==> src/rtl/raster_frame_sink_fp16.sv <==
// Receiving end of the fp16 z/c pixel raster: checks raster order, tags sof/eol/eof,
// drops broken frames with sticky flags, and re-emits pixels through a FWFT ready/valid FIFO.
module raster_frame_sink_fp16 #(
    parameter int IMAGE_WIDTH  = 50,
    parameter int IMAGE_HEIGHT = 50,
    parameter int FP_WIDTH     = 16,
    parameter int FIFO_DEPTH   = 16
) (
    input  logic                        clk_i,
    input  logic                        rst_i,
    input  logic [FP_WIDTH-1:0]         z_i,
    input  logic [FP_WIDTH-1:0]         c_i,
    input  logic [15:0]                 col_i,
    input  logic [15:0]                 row_i,
    input  logic                        valid_i,
    output logic [2*FP_WIDTH-1:0]       data_o,
    output logic                        sof_o,
    output logic                        eol_o,
    output logic                        eof_o,
    output logic                        valid_o,
    input  logic                        ready_i,
    output logic [15:0]                 frame_count_o,
    output logic [$clog2(FIFO_DEPTH):0] fifo_level_o,
    output logic                        seq_err_o,
    output logic                        overflow_o,
    input  logic                        clear_err_i
);
    localparam int AW = $clog2(FIFO_DEPTH);
    localparam int EW = 2*FP_WIDTH + 3;
    localparam int LAST_COL_INT = IMAGE_WIDTH - 1;
    localparam int LAST_ROW_INT = IMAGE_HEIGHT - 1;
    localparam logic [15:0] LAST_COL = LAST_COL_INT[15:0];
    localparam logic [15:0] LAST_ROW = LAST_ROW_INT[15:0];
    localparam logic [AW:0] DEPTH_LVL = FIFO_DEPTH[AW:0];
    localparam logic [AW-1:0] PTR_ONE = 1;
    localparam logic [AW:0] LVL_ZERO = '0;

    typedef enum logic {WAIT_SOF, IN_FRAME} state_e;

    state_e             state_q, state_d;
    logic               inValid_q;
    logic [FP_WIDTH-1:0] inZ_q, inC_q;
    logic [15:0]        inCol_q, inRow_q;
    logic [15:0]        expCol_q, expCol_d, expRow_q, expRow_d;
    logic [15:0]        frameCount_q, frameCount_d;
    logic               seqErr_q, seqErr_d, overflow_q, overflow_d;
    logic [EW-1:0]      mem_q [FIFO_DEPTH];
    logic [AW-1:0]      wrPtr_q, rdPtr_q;
    logic [AW:0]        level_q, level_d;
    logic               isOrigin, isExpected, atLastCol, atLastRow;
    logic               wantWrite, doWrite, wrSof, pop, fifoFull;
    logic               seqErrSet, overflowSet;
    logic [EW-1:0]      wrEntry, rdEntry;

    // Registered input stage: a pixel sampled here is classified and written one edge later.
    always_ff @(posedge clk_i) begin
        if (rst_i) begin
            inValid_q <= 1'b0;
            inZ_q     <= '0;
            inC_q     <= '0;
            inCol_q   <= '0;
            inRow_q   <= '0;
        end else begin
            inValid_q <= valid_i;
            inZ_q     <= z_i;
            inC_q     <= c_i;
            inCol_q   <= col_i;
            inRow_q   <= row_i;
        end
    end

    assign valid_o  = (level_q != LVL_ZERO);
    assign pop      = valid_o && ready_i;
    assign fifoFull = (level_q == DEPTH_LVL);
    assign isOrigin   = (inCol_q == 16'd0) && (inRow_q == 16'd0);
    assign isExpected = (inCol_q == expCol_q) && (inRow_q == expRow_q);
    assign atLastCol  = (inCol_q == LAST_COL);
    assign atLastRow  = (inRow_q == LAST_ROW);

    always_comb begin
        state_d      = state_q;
        expCol_d     = expCol_q;
        expRow_d     = expRow_q;
        frameCount_d = frameCount_q;
        wantWrite    = 1'b0;
        wrSof        = 1'b0;
        seqErrSet    = 1'b0;
        overflowSet  = 1'b0;
        doWrite      = 1'b0;

        if (inValid_q) begin
            case (state_q)
                WAIT_SOF: begin
                    if (isOrigin) begin
                        wantWrite = 1'b1;
                        wrSof     = 1'b1;
                    end
                end
                IN_FRAME: begin
                    if (isExpected) begin
                        wantWrite = 1'b1;
                    end else begin
                        // An out-of-place origin restarts the frame instead of being lost.
                        seqErrSet = 1'b1;
                        if (isOrigin) begin
                            wantWrite = 1'b1;
                            wrSof     = 1'b1;
                        end else begin
                            state_d = WAIT_SOF;
                        end
                    end
                end
                default: state_d = WAIT_SOF;
            endcase
        end

        doWrite = wantWrite && (!fifoFull || pop);

        if (wantWrite && !doWrite) begin
            overflowSet = 1'b1;
            state_d     = WAIT_SOF;
        end else if (doWrite) begin
            if (atLastCol && atLastRow) begin
                frameCount_d = frameCount_q + 16'd1;
                state_d      = WAIT_SOF;
            end else begin
                state_d = IN_FRAME;
                if (atLastCol) begin
                    expCol_d = 16'd0;
                    expRow_d = inRow_q + 16'd1;
                end else begin
                    expCol_d = inCol_q + 16'd1;
                    expRow_d = inRow_q;
                end
            end
        end

        seqErr_d   = seqErrSet   || (seqErr_q   && !clear_err_i);
        overflow_d = overflowSet || (overflow_q && !clear_err_i);
        level_d    = level_q + {{AW{1'b0}}, doWrite} - {{AW{1'b0}}, pop};
    end

    assign wrEntry = {wrSof, atLastCol, atLastCol && atLastRow, inC_q, inZ_q};

    always_ff @(posedge clk_i) begin
        if (rst_i) begin
            state_q      <= WAIT_SOF;
            expCol_q     <= '0;
            expRow_q     <= '0;
            frameCount_q <= '0;
            seqErr_q     <= 1'b0;
            overflow_q   <= 1'b0;
            wrPtr_q      <= '0;
            rdPtr_q      <= '0;
            level_q      <= '0;
        end else begin
            state_q      <= state_d;
            expCol_q     <= expCol_d;
            expRow_q     <= expRow_d;
            frameCount_q <= frameCount_d;
            seqErr_q     <= seqErr_d;
            overflow_q   <= overflow_d;
            level_q      <= level_d;
            if (doWrite) wrPtr_q <= wrPtr_q + PTR_ONE;
            if (pop)     rdPtr_q <= rdPtr_q + PTR_ONE;
        end
    end

    // Storage needs no reset; the level counter alone decides what is valid.
    always_ff @(posedge clk_i) begin
        if (doWrite) mem_q[wrPtr_q] <= wrEntry;
    end

    assign rdEntry       = mem_q[rdPtr_q];
    assign data_o        = valid_o ? rdEntry[2*FP_WIDTH-1:0] : '0;
    assign sof_o         = valid_o && rdEntry[EW-1];
    assign eol_o         = valid_o && rdEntry[EW-2];
    assign eof_o         = valid_o && rdEntry[EW-3];
    assign frame_count_o = frameCount_q;
    assign fifo_level_o  = level_q;
    assign seq_err_o     = seqErr_q;
    assign overflow_o    = overflow_q;

endmodule

==> config.mk <==
export PLATFORM = sky130hd
export DESIGN_NAME = raster_frame_sink_fp16
export DESIGN_NICKNAME = d
export VERILOG_FILES = /design/src/rtl/raster_frame_sink_fp16.sv
export SDC_FILE = /design/constraint.sdc
export NUM_CORES = 1
export LEC_CHECK = 0
export ABC_AREA = 0
export ABC_CLOCK_PERIOD_IN_PS = 7300
export BUFFER_PORTS_ARGS = -buffer_cell sky130_fd_sc_hd__buf_4
export CAP_MARGIN = 20
export CORE_MARGIN = 2
export CORE_UTILIZATION = 47
export DETAILED_ROUTE_END_ITERATION = 10
export GPL_TIMING_DRIVEN = 0
export HOLD_SLACK_MARGIN = 0.15
export PLACE_DENSITY_LB_ADDON = 0.15
export SYNTH_ARGS = -nofsm -noshare
export SYNTH_HDL_FRONTEND = slang
export SYNTH_SLANG_ARGS = --single-unit
==> constraint.sdc <==
create_clock -name clk_i -period 7.3 [get_ports clk_i]
set_input_delay 0 -clock clk_i [delete_from_list [all_inputs] [get_ports clk_i]]
set_output_delay 0 -clock clk_i [all_outputs]
set_load 0.005 [all_outputs]
# After elaboration in Yosys (flattened, before gate mapping)
# Memory sizes are Yosys's and may differ from the RTL's. A register that Yosys moved wholly into a read port is not among the register bits.
# Index checks and enable logic that the tools add are counted.
# word_totals
output_inout_bits	59
mem_bits_rw	560
in_bits	69
ff_bits	129
memories	1
# classes
bitwise_logic	3
n_mux	22
n_eq_ne	5
n_reduce_logical	24
addsub	7
# memory_table
name	depth	width	read_ports	rd_clocked_by_memory_dff	wr	line	source
mem_q	16	35	1	1	1	47	logic [EW-1:0] mem_q [FIFO_DEPTH];
# op_table
operator	n
16-bit by 1-bit adder with 16-bit output (second input constant)	3
16-bit == test	2
16-bit by 6-bit == test with 1-bit output (second input constant)	2
16-bit logical NOT	2
16-bit two-way mux	2
32-bit two-way mux	1
1-bit two-way mux	15
1-bit logical AND	11
4-bit by 1-bit adder with 4-bit output (second input constant)	2
4-bit two-way mux	2
3-bit AND reduction	2
5-bit by 1-bit adder with 5-bit output	1
5-bit == test (second input constant)	1
5-bit nonzero test	1
5-bit by 1-bit subtractor with 5-bit output	1
1-bit one-hot mux with 2 select lines	2
1-bit logical NOT	3
1-bit logical OR	3
1-bit NOT	3
2-bit nonzero test	1
2-bit OR reduction	1

# Logic depth before layout (Yosys ltp)
# Gate-level depths: netlist of the first run.
# depth
ltp_word	11
ltp_mapped	17
mapped_depth_nobuf	14

# Worst setup path after synthesis of the first run
# Ideal clock, no wire load.
# synth_path
kind	reg2reg
from	reg inCol_q[12]
to	reg level_q[4], in the netlist fifo_level_o[4]
slack_ns	3.660
stages_incl_launch_ff	17
n_path_buf	2
arrival_time_ns	3.570
cell_sequence	dfxtp_1 > xnor2_1 > nand4_1 > or4_1 > buf_2 > nor3_1 > o21a_1 > clkbuf_1 > inv_1 > ha_1 > inv_1 > ha_1 > fa_1 > a21oi_1 > nor2_1 > or3_1 > a21oi_1
# synth_via
elab_chain_cells	9
# synth_lines
item	line	source
start, declared	43	logic [15:0] inCol_q, inRow_q;
start signal, assigned	67	inCol_q <= col_i;
16-bit logical NOT	75	assign isOrigin = (inCol_q == 16'd0) && (inRow_q == 16'd0);
1-bit logical AND	75	
1-bit two-way mux	94, 105	
1-bit two-way mux	100	if (isExpected) begin
1-bit one-hot mux with 2 select lines (*)	92	case (state_q)
1-bit two-way mux (*)	91	if (inValid_q) begin
1-bit logical AND (*)	117	doWrite = wantWrite && (!fifoFull || pop);
5-bit by 1-bit adder with 5-bit output (*)	140	level_d = level_q + {{AW{1'b0}}, doWrite} - {{AW{1'b0}}, pop};
5-bit by 1-bit subtractor with 5-bit output (*)	140	
end signal, assigned	163	level_q <= level_d;
end, declared	49	logic [AW:0] level_q, level_d;
# Every way passes the cells marked *; elsewhere a longest branch is shown, timed or not.
# A chain may end at the register's enable or synchronous reset.

# Worst setup path after layout of the first run
# Ends and elaborated chain as after synthesis.

==> impl_results.md, run 1 <==
- Outcome: finished clean
- Vias in the first global route: 15,300
- Commonest non-fill, non-tap cells in the layout: sky130_fd_sc_hd__edfxtp_1, sky130_fd_sc_hd__mux4_2, sky130_fd_sc_hd__dfxtp_1
- Final core area utilization: 0.578
- Power density relative to cell area: roughly 290 nW/um^2
- Number of hold violations in the final report: 0
- H-tree levels: 3
- Critical path type: reg -> reg
- Launch instance of the worst min-delay path: col_i[4]
- Primary flip-flop cell chosen by synthesis mapping: sky130_fd_sc_hd__edfxtp_1
- Antenna violations before repair: 0
- Most frequent standard cell in the layout excluding fill and tap cells: sky130_fd_sc_hd__edfxtp_1
- Async set-reset flop share out of synthesis: 0
- Maximum number of buffers from clock root to sink: 3
- Number of violations of the max-capacitance limit: 0
- Avg Synthesized Cell Area: 18.6 um^2
- Count of placed standard cells in the final layout, fillers left out: around 2,600
- Number of setup buffers added after CTS: 0
- Syn_nets: between 1,500 and 2,000
- Cell count after synthesis: between 1,000 and 1,500
- Final setup violation count: 0
- Resized cells post-CTS: 0
- Worst setup SP type: flop
- Class of the most critical hold timing path: in -> reg
- Vias: 15,000
- Global Route Usage Sum: 0.224
- Number of slew-limit violations in the final report: 0
- Peak supply drop: 0.188 mV
- Final estimated routing congestion in global placement: 0.857
- Logic depth of the worst register-to-register path: 16
- Count of standard-cell rows: 88
- Netlist Area Pre-Place: between 20,000 and 30,000 um^2
- Least-Margin Pin Slew: 1.06 ns
- Arithmetic-cell share of the synthesized area counting full adders, half adders and majority gates: 0.00902
- Count of input and output buffers: 127
- First-pass GRT wire length: 97,500 um
- Max Freq: 232 MHz
- Pin count of the biggest net entering global routing: 26
- Synth Register Bits: 693
- Launching element of the worst setup path: inCol_q[12]
- Final routed wirelength across all metal layers: around 65,000 um
- Count of yosys warnings during synthesis: 0
- Number of enable flip-flop cells after synthesis: 560
- Number of nets in the layout: 1,911
- Power Total: between 9 and 10 mW
- Number of cells on the worst hold path: 3
- Initial Util: 0.473
- Period utilisation layout: 0.591
- Drt first-iter violations: 1,234
- Clock-pin slew reported for the worst setup and hold paths after clock tree synthesis: ~0.060 ns
- DRC violation count after routing: 0
- Placeable core area: about 57,000 um^2
- Reg2reg start: inCol_q[12]
- Synthesized-area fraction occupied by xor and xnor cells: 0.0215
- Total gr overflow: 0
- Fin Setup TNS: 0 ns
- CTS Root Buffer Type: sky130_fd_sc_hd__clkbuf_16
- Portion of netlist area occupied by mux cells: 0.146
- Detailed Routing Iterations Pass 1: 5
- Die Ht: 244 um
- Mean routed wirelength per cell: 24.7 um
- Die outline area: 59,800 um^2
- Kind of capture point of the worst setup path: flop
- Relative slew slack: 0.295
- Diodes inserted: 0
- Count of boundary I/O pins: 128
- Unrepaired setup endpoints after global routing: no
- Total CTS buffers: 73
- Fraction of the mapped netlist area in compound gates: 0.0282
- Post-DRT Antenna Nets: 0
- Clock Sinks: 693
- Die Span X: 244 um
- Worst Path Max Fanout: 10
- Area Overhead vs Synth: 22.2%
- Count of unique library cells instantiated by Yosys: 55
- Filler cells: 4,307
- Seq/Total Area, Yosys: 0.717
- Combinational family with the most area after synthesis: multiplexers
- Final min period: 4.32 ns
- Post-DP HPWL: 39,700 um
- TritonCTS clock tree: yes
- Fraction of final layout cells with drive strength greater than 1: 0.256
- Data required time at the worst endpoint: 7.81 ns
- Vias/cell: between 5 and 6
- Hold-fix buffers, CTS: 128
- Simple-gate area share of the yosys netlist: 0.0615
- Cells after DPL: 2,370
- Leak Pwr: between 10 and 15 nW
- CP Data Arrival Time: 4.83 ns
- Clock insertion delay at the later pin of the skew report: around 0.61 ns
- Final Skew: 0.0244 ns
==> routing by layer <==
metal	vias up	GRT usage	wire, um
met1	7847	0.315	28200
met3	90	0.0327	3520
met2	468	0.364	32200
li1	6574	-	-
met4	0	0.0696	1490
met5	-	0	0
==> registers in the layout, indices dropped and copies added (netlist names), 5 cells and up, named ones only <==
| register | flops |
|---|---|
| inRow_q | 16 |
| expRow_q | 16 |
| inCol_q | 16 |
| inZ_q | 16 |
| mem_q | 560 |
| inC_q | 16 |
| expCol_q | 16 |
| frame_count_o | 16 |
| fifo_level_o | 5 |
==> per-stage QoR <==
step                      setup slack (ns)  hold WS [ns]  cell area [um^2]
final                                 2.98         0.173             33200
after global placement                2.29         0.209             29100
after CTS                             3.03         0.150             33000
after floorplan                       3.66         0.128             27200
after detailed placement              3.06         0.215             29400
after global routing                  2.80         0.179             33200
==> Yosys cell counts, drive strengths merged, types with 4 or more instances <==
cell type | n | area (um^2)
mux4 | 175 | 3940
o21ai | 7 | 35.0
o41ai | 5 | 58.8
edfxtp | 560 | 16800
nor3 | 7 | 40.0
or4 | 12 | 90.1
nand4 | 22 | 138
nor2 | 26 | 97.6
inv | 22 | 82.6
buf | 29 | 145
nor4 | 17 | 128
a21oi | 9 | 45.0
nand3 | 18 | 90.1
and3 | 24 | 150
and2 | 40 | 250
o311ai | 5 | 43.8
clkbuf | 60 | 225
a211oi | 24 | 180
o31ai | 4 | 35.0
xnor2 | 52 | 463
or3 | 6 | 37.5
a31oi | 26 | 163
dfxtp | 133 | 2660
nor2b | 70 | 438
or2 | 6 | 37.5
nand2 | 35 | 131
xor2 | 14 | 123
a31o | 6 | 52.6
o211ai | 7 | 52.6
ha | 18 | 225
==> final timing paths <==
kind	end	slack (ns)
hold reg to reg	expCol_q[0]	0.51
setup reg to reg	fifo_level_o[4]	2.98
hold / removal	inCol_q[4]	0.17
setup / recovery	fifo_level_o[4]	2.98
==> critical path, cell delays in order, from the launching register on <==
cell and delay [ns]:
sky130_fd_sc_hd__dfxtp_1 0.51, sky130_fd_sc_hd__xnor2_1 0.23, sky130_fd_sc_hd__nand4_1 0.17, sky130_fd_sc_hd__or4_1 0.57
sky130_fd_sc_hd__buf_2 0.19, sky130_fd_sc_hd__nor3_1 0.24, sky130_fd_sc_hd__o21a_1 0.28, sky130_fd_sc_hd__clkbuf_1 0.29
sky130_fd_sc_hd__inv_1 0.08, sky130_fd_sc_hd__ha_1 0.28, sky130_fd_sc_hd__inv_1 0.04, sky130_fd_sc_hd__ha_1 0.20
sky130_fd_sc_hd__fa_1 0.44, sky130_fd_sc_hd__a21oi_1 0.16, sky130_fd_sc_hd__nor2_1 0.06, sky130_fd_sc_hd__or3_1 0.34
sky130_fd_sc_hd__a21oi_1 0.14
==> power breakdown <==
group	leakage, nW	internal [mW]	switching (mW)
Sequential	6.70	4.30	0.0683
Combinational	3.57	1.01	0.845
Clock	1.11	2.07	1.48
==> logic make-up after synthesis <==
family	Yosys count
multiplexers	178
AO/OA/AOI/OAI	105
XOR/XNOR	66
adder cells (fa/ha/maj)	19
flip-flops	693
AND/OR/NAND/NOR	288
buffers and inverters	112
==> layout make-up <==
cell class | count | area [um^2] | share of cell area
sequential | 693 | 19500 | 0.587
multi-input combinational | 656 | 7260 | 0.219
timing repair buffer | 287 | 2780 | 0.0837
clock buffer | 104 | 2060 | 0.0620
tap | 765 | 957 | 0.0288
buffer | 89 | 370 | 0.0112
clock inverter | 27 | 216 | 0.00652
inverter | 23 | 86.3 | 0.00260
Note: power is estimated with default switching activity, not from simulation.
==> run 2, diff against run 1 <==
ABC_CLOCK_PERIOD_IN_PS = 4100   (was 7300)
clock period = 4.1 ns   (was 7.3 ns; I/O delays follow)
==> impl_results.md, run 2 (same netlist as run 1, synthesis figures left out) <==
- Detailed Routing Iterations Pass 1: 5
- Post-DRT Antenna Nets: 0
- Peak supply drop: 0.336 mV
- Final estimated routing congestion in global placement: approximately 0.86
- CP Data Arrival Time: 4.51 ns
- Number of nets in the layout: about 1,900
- Total CTS buffers: between 70 and 80
- Power density relative to cell area: 523 nW/um^2
- Outcome: finished clean
- Maximum number of buffers from clock root to sink: 3
- Worst Hold Margin: 0.170 ns
- Commonest non-fill, non-tap cells in the layout: sky130_fd_sc_hd__edfxtp_1, sky130_fd_sc_hd__mux4_2, sky130_fd_sc_hd__dlygate4sd3_1
- Drt first-iter violations: around 1,200
- Worst Path Max Fanout: 10
- Number of setup buffers added after CTS: 0
- Max Freq: ~250 MHz
- Critical path type: reg -> reg
- Vias in the first global route: 15,300
- Die outline area: 59,800 um^2
- Met2 Wirelength: ~32,000 um
- Filler cells: 4,307
- Number of hold violations in the final report: 0
- Minimum setup slack in the final design: 0.106 ns
- Post-DP HPWL: 39,700 um
- TritonCTS clock tree: yes
- Clock Sinks: approximately 690
- Most frequent standard cell in the layout excluding fill and tap cells: sky130_fd_sc_hd__edfxtp_1
- Total gr overflow: 0
- Worst setup SP type: flop
- CTS Root Buffer Type: sky130_fd_sc_hd__clkbuf_16
- Placeable core area: 57,500 um^2
- Count of boundary I/O pins: 128
- Vias: 15,000
- Worst setup slack before clock tree synthesis: -0.139 ns
- Number of violations of the max-capacitance limit: 0
- Count of standard-cell rows: 88
- Least-Margin Pin Slew: 1.04 ns
- Fraction of final layout cells with drive strength greater than 1: 0.264
- Area Overhead vs Synth: 22.2%
- Vias/cell: roughly 5.7
- Diodes inserted: 0
- Final Skew: ~0.024 ns
- Final min period: 3.99 ns
- Clock insertion delay at the later pin of the skew report: 0.61 ns
- Power Total: 17.4 mW
- Clock-pin slew reported for the worst setup and hold paths after clock tree synthesis: 0.06 ns
- H-tree levels: 3
- Highest routing layer actually used: met4
- Period utilisation layout: 0.974
- Final routed wirelength across all metal layers: 65,500 um
- Met1 Wirelength: 28,300 um
- Die Ht: 244 um
- Count of input and output buffers: 127
- Register containing the most flip-flops in the final layout: mem_q
- WL met3: ~3500 um
- Class of the most critical hold timing path: in -> reg
- Leak Pwr: 11.4 nW
- Antenna violations before repair: 0
- Final setup violation count: 0
- Flip-flop count of the largest register after layout: 560
- Initial Util: 0.473
- DRC violation count after routing: 0
- Mean routed wirelength per cell: 24.8 um
- First-pass GRT wire length: 97,500 um
- Global Route Usage Sum: 0.224
- Data required time at the worst endpoint: 4.61 ns
- Number of slew-limit violations in the final report: 0
- Relative slew slack: 0.306
- Die Span X: 244 um
- Kind of capture point of the worst setup path: flop
- Pin count of the biggest net entering global routing: 26
- Fin Setup TNS: 0 ns
run 2: worst paths after layout:
| kind | cells past startpoint | end | start | slack [ns] |
|---|---|---|---|---|
| max | 16 | fifo_level_o[4] | inCol_q[12] | 0.11 |
| max reg2reg | 16 | fifo_level_o[4] | inCol_q[12] | 0.11 |
| min | 3 | inCol_q[4] | col_i[4] | 0.17 |
| min reg2reg | 2 | expCol_q[0] | expCol_q[0] | 0.51 |
run 2: stage by stage:
| step | instance area (um^2) | util | cells |
|---|---|---|---|
| 3_3_place_gp | 29100 | 0.506 | 2353 |
| 2_1_floorplan | 27200 | - | 1461 |
| 4_1_cts | 33000 | 0.574 | 2627 |
| 6_report | 33200 | 0.578 | 2638 |
| 3_5_place_dp | 29400 | 0.512 | 2370 |
| 5_1_grt | 33200 | 0.578 | 2638 |
run 2: report_power, final:
part	leakage (nW)	switching [mW]	internal, mW
Clock	1.11	2.64	3.69
Combinational	3.56	1.50	1.77
Sequential	6.70	0.123	7.65
Total	11.4	4.26	13.1
run 2: timing repair:
action	4_1_cts	5_1_grt
resized for setup	12	16
endpoints found under the hold margin	89	0
gates cloned	0	0
setup endpoints to repair	9	14
hold buffers	128	0
run 2: cell type report:
cell class / count / area (um^2) / share of cell area
multi-input cells: 656 / 7270 / 0.219
well taps: 765 / 957 / 0.0288
flip-flops and latches: 693 / 19500 / 0.587
plain buffers: 87 / 398 / 0.0120
inverters: 23 / 86.3 / 0.00260
clock inverters: 27 / 216 / 0.00652
clock buffers: 104 / 2060 / 0.0620
repair buffers: 283 / 2730 / 0.0821
run 2: worst max-delay path, cell delays in order, from the launching register on:
cell and delay [ns]:
sky130_fd_sc_hd__dfxtp_2 0.37, sky130_fd_sc_hd__xnor2_1 0.28, sky130_fd_sc_hd__nand4_1 0.17, sky130_fd_sc_hd__or4_1 0.58
sky130_fd_sc_hd__buf_2 0.20, sky130_fd_sc_hd__nor3_2 0.20, sky130_fd_sc_hd__o21a_2 0.22, sky130_fd_sc_hd__clkbuf_4 0.20
sky130_fd_sc_hd__inv_1 0.05, sky130_fd_sc_hd__ha_1 0.27, sky130_fd_sc_hd__inv_1 0.04, sky130_fd_sc_hd__ha_1 0.20
sky130_fd_sc_hd__fa_1 0.44, sky130_fd_sc_hd__a21oi_1 0.16, sky130_fd_sc_hd__nor2_1 0.06, sky130_fd_sc_hd__or3_1 0.34
sky130_fd_sc_hd__a21oi_1 0.14
run 2: per-layer routing:
metal  up-vias  track usage
met5         -            0
met4         0       0.0696
met3        88       0.0319
met2       442        0.364
met1      7855        0.315
li1       6567            -
